===== config.mk =====
export PLATFORM = sky130hd
export DESIGN_NAME = tdm_demux_2ch
export DESIGN_NICKNAME = d
export VERILOG_FILES = /design/src/rtl/tdm_demux_2ch.sv
export SDC_FILE = /design/constraint.sdc
export NUM_CORES = 1
export LEC_CHECK = 0
export CAP_MARGIN = 40
export CORE_UTILIZATION = 51
export DETAILED_ROUTE_END_ITERATION = 12
export GPL_TIMING_DRIVEN = 0
export PLACE_DENSITY = 0.76
export SLEW_MARGIN = 10
export SYNTH_ARGS = -nofsm -noshare
export SYNTH_HDL_FRONTEND = slang
export SYNTH_SLANG_ARGS = --single-unit

===== constraint.sdc =====
create_clock -name clk -period 2.3 [get_ports clk]
set_input_delay 0.69 -clock clk [delete_from_list [all_inputs] [get_ports clk]]
set_output_delay 0.69 -clock clk [all_outputs]
set_load 0.02 [all_outputs]

===== src/rtl/tdm_demux_2ch.sv =====
// Two-channel TDM serial demultiplexer.
// A frame is WIDTH bits of channel 0 followed by WIDTH bits of channel 1,
// both MSB first, with one bit consumed per bit_en strobe. sync marks the
// first channel-0 bit. Completed words are registered, and each update
// raises a one-cycle valid pulse. A sync that arrives mid-frame drops the
// partial word, raises frame_err and restarts the frame.
module tdm_demux_2ch #(
  parameter int unsigned WIDTH = 8
) (
  input  logic             clk,
  input  logic             rst,
  input  logic             bit_en,
  input  logic             din,
  input  logic             sync,
  output logic [WIDTH-1:0] ch0_data,
  output logic [WIDTH-1:0] ch1_data,
  output logic             ch0_valid,
  output logic             ch1_valid,
  output logic             frame_err
);

  localparam int unsigned CW = $clog2(WIDTH + 1);

  typedef enum logic [1:0] {
    IDLE = 2'd0,
    CH0  = 2'd1,
    CH1  = 2'd2
  } state_t;

  state_t           state_q;
  logic [CW-1:0]    cnt_q;
  logic [WIDTH-1:0] shift_q;
  logic [WIDTH-1:0] ch0_q;
  logic [WIDTH-1:0] ch1_q;
  logic             ch0_valid_q;
  logic             ch1_valid_q;
  logic             frame_err_q;

  logic [WIDTH-1:0] shift_d;
  logic [WIDTH-1:0] first_d;
  logic             last_bit;

  // Next shift contents, the first-bit load value and the slot-end flag.
  // cnt_q holds the number of bits already received in the current slot.
  always_comb begin
    shift_d  = {shift_q[WIDTH-2:0], din};
    first_d  = WIDTH'(din);
    last_bit = (cnt_q == CW'(WIDTH - 1));
  end

  // Frame FSM: slot tracking, word capture and registered pulse outputs.
  always_ff @(posedge clk or posedge rst) begin
    if (rst) begin
      state_q     <= IDLE;
      cnt_q       <= '0;
      shift_q     <= '0;
      ch0_q       <= '0;
      ch1_q       <= '0;
      ch0_valid_q <= 1'b0;
      ch1_valid_q <= 1'b0;
      frame_err_q <= 1'b0;
    end else begin
      ch0_valid_q <= 1'b0;
      ch1_valid_q <= 1'b0;
      frame_err_q <= 1'b0;
      if (bit_en) begin
        unique case (state_q)
          IDLE: begin
            if (sync) begin
              shift_q <= first_d;
              cnt_q   <= CW'(1);
              state_q <= CH0;
            end
          end
          CH0, CH1: begin
            if (sync) begin
              // A sync here is the first bit of a new frame; the partial word is lost.
              frame_err_q <= 1'b1;
              shift_q     <= first_d;
              cnt_q       <= CW'(1);
              state_q     <= CH0;
            end else if (last_bit) begin
              shift_q <= shift_d;
              cnt_q   <= '0;
              if (state_q == CH0) begin
                ch0_q       <= shift_d;
                ch0_valid_q <= 1'b1;
                state_q     <= CH1;
              end else begin
                ch1_q       <= shift_d;
                ch1_valid_q <= 1'b1;
                state_q     <= IDLE;
              end
            end else begin
              shift_q <= shift_d;
              cnt_q   <= cnt_q + CW'(1);
            end
          end
          default: begin
            state_q <= IDLE;
            cnt_q   <= '0;
          end
        endcase
      end
    end
  end

  assign ch0_data  = ch0_q;
  assign ch1_data  = ch1_q;
  assign ch0_valid = ch0_valid_q;
  assign ch1_valid = ch1_valid_q;
  assign frame_err = frame_err_q;

endmodule

==> metrics <==
Detail Placement HPWL 1699 µm; Avg Inst Size Synth 14.16 µm²; worst slew pin tran 0.6207 ns; Synth area leaders dfrtp_1 (57%), mux2_4 (8.5%), mux2_2 (7.2%), a22o_1 (5.6%), ha_1 (3.5%); chip width 54.70 µm; crit start category primary input; Final setup viols 0; VDD IR-drop max 0.6449 mV; Seq/Total Area, Yosys 56.54%; syn_nets 109; final-report max-slew violation count 0; leakage power 0.8827 nW; drt drc 0; CTS max path bufs 2; clock sink count 32; GPL Wtd Cong 0.7983; vias in the first global route 804; R2R cell count 5; All-Layer GR Usage 18.93%; Iter 0 DRT Violations 8; Final Critical Period 2.164 ns; crit end category flip-flop; Achievable Freq 462.2 MHz; share of layout cells above drive strength 1 25.19%; Mapped Cells 100; yosys warns 0; WL/cell 15.00 µm; Max-Cap Viols 0; WL final 2415 µm; CTS hold repair buffers 0; end of the critical path ch1_data[6]$_DFFE_PP0P_; global-route wire length before repair 3801 µm; worst-path maximum fanout 9; cts bufs inserted 5; status complete, no violations; # port buffers 22; register area 800.8 µm²; fillers 198; mapped cell area 1416 µm²; Setup Buffers After CTS 0; pin count of the biggest net entering global routing 23; library cells used by synthesis 30; post_cts resized 0; Via density 5.534; critical path arrival 2.37 ns; Critical R2R Launch state_q[0]$_DFFE_PP0P_; Vert. Die Dim 54.70 µm; final hold viol count 0; TritonCTS clock tree yes; Std-Cell Core Area 2545 µm²; Req. time, crit path 2.51 ns; Synth area leader dfrtp_1; critical path type primary input to flip-flop; area delta synth->final 25.53%; Detailed Routing Iterations Pass 1 2; P per Cell Area 840.2 nW/µm²; reg2reg end ch1_data[6]$_DFFE_PP0P_; Initial Util 55.65%; Yosys reg bits 32; Reg clk slew, reported paths 0.10 ns; Layout Skew 0.01120 ns; latest clock arrival within the worst-skew pair 0.33 ns; Worst slew margin 58.31%; Hold WS 0.5128 ns; final net count 139; R2R Setup Slk 0.21 ns; unrepaired setup endpoints after global routing no; H-tree levels 2; crit path launch sync; # diodes 0; top cell type's share of synthesized area 56.54%; initial antenna violation count 0; Hold Crit Class flip-flop to flip-flop; total die area 2992 µm²; multi-input logic area 570.5 µm²; Post-DRT Antenna Nets 0; Power, Total 0.001494 W; period utilization 94.07%; GRT Residual Overflow 0; CTS root buffer clkbuf_4; Core Util, Final 69.86%; I/O Pins 24; via count 891; # rows 18
critical path, cell delays in order:
cell and delay, ns:
clkdlybuf4s50_1 0.50, nand2b_4 0.22, nor4_4 0.55, mux2_2 0.41
report_power, final:
part           internal [W]  total, W  switching [W]
Sequential         0.000620  0.000678      0.0000579
Combinational      0.000171  0.000396       0.000225
Clock              0.000228  0.000420       0.000192
placed cells by master, fill, tap and decap left out, types with 4 or more instances in the layout:
cell type,netlist,routed
inv_1,6,6
clkbuf_4,0,5
mux2_2,9,9
mux2_4,8,8
clkdlybuf4s50_1,0,22
ha_1,4,4
dfrtp_1,32,32
nor2_1,4,4
a22o_1,9,9
nand2b_1,5,5
synth_stat cells:
cell type and n:
a22o_1 9, nor4_4 1, buf_4 1, o2bb2ai_1 1, nor2b_1 1, nand3b_1 1
a32oi_1 1, a211oi_1 1, o211ai_1 1, dfrtp_1 32, or3b_2 1, ha_1 4
or4_4 1, mux2_4 8, nor4_1 1, buf_6 1, nand2_1 2, mux2_2 9
o311ai_0 1, nand2b_1 5, clkbuf_1 1, a22o_2 1, and3_2 1, a32o_1 1
nand2b_4 1, and3b_1 1, inv_1 6, a21o_1 1, and3_1 1, nor2_1 4
cell families after synthesis:
| group | after synthesis | share of synthesized area, % |
|---|---|---|
| flops | 32 | 56.54 |
| simple gates | 21 | 10.69 |
| buf+inv | 9 | 3.180 |
| fa+ha+maj | 4 | 3.534 |
| compound gates | 17 | 10.43 |
| mux | 17 | 15.64 |
flip-flops by register name (all words and copies together), names as in the netlist:
signal     cells
ch0_data       8
ch1_data       8
shift_q        7
cnt_q          4
state_q        2
ch0_valid      1
ch1_valid      1
frame_err      1
layer usage:
metal | up-vias | track usage, % | part of all wire [%]
met5 | - | 0 | 0
met4 | 0 | 7.692 | 1.4
met3 | 6 | 6.667 | 3.5
met2 | 17 | 27.31 | 46
met1 | 443 | 25.67 | 49
li1 | 425 | - | -
per-stage QoR:
step           setup TNS, ns  instances  setup slack, ns  instance area [µm²]
4_1_cts                    0        161           0.1168                 1778
6_report                   0        161           0.1364                 1778
5_1_grt                    0        161          0.07089                 1778
3_3_place_gp          -3.140        152          -0.2240                 1674
3_5_place_dp          -3.291        153          -0.2250                 1702
2_1_floorplan              0        100           0.3401                 1416
worst min-delay path by stage:
stage,slack (ns),start,depth (start not counted),end
3_3_place_gp,0.49,ch1_data[6]$_DFFE_PP0P_,1,ch1_data[6]$_DFFE_PP0P_
6_report,0.51,ch1_data[0]$_DFFE_PP0P_,1,ch1_data[0]$_DFFE_PP0P_
3_5_place_dp,0.49,ch1_data[3]$_DFFE_PP0P_,1,ch1_data[3]$_DFFE_PP0P_
5_1_grt,0.53,ch0_data[6]$_DFFE_PP0P_,1,ch0_data[6]$_DFFE_PP0P_
2_1_floorplan,0.48,cnt_q[1]$_DFFE_PP0P_,1,cnt_q[1]$_DFFE_PP0P_
4_1_cts,0.52,ch1_data[3]$_DFFE_PP0P_,1,ch1_data[3]$_DFFE_PP0P_
area by class of cell:
type,instances,area share [%]
Clock buffer,6,2.322
Tap cell,30,2.111
Buffer,3,1.267
Timing Repair Buffer,23,13.93
Multi-Input combinational cell,59,32.09
Clock inverter,2,1.970
Inverter,6,1.267
Sequential cell,32,45.04
Note: power is estimated with default switching activity, not from simulation.
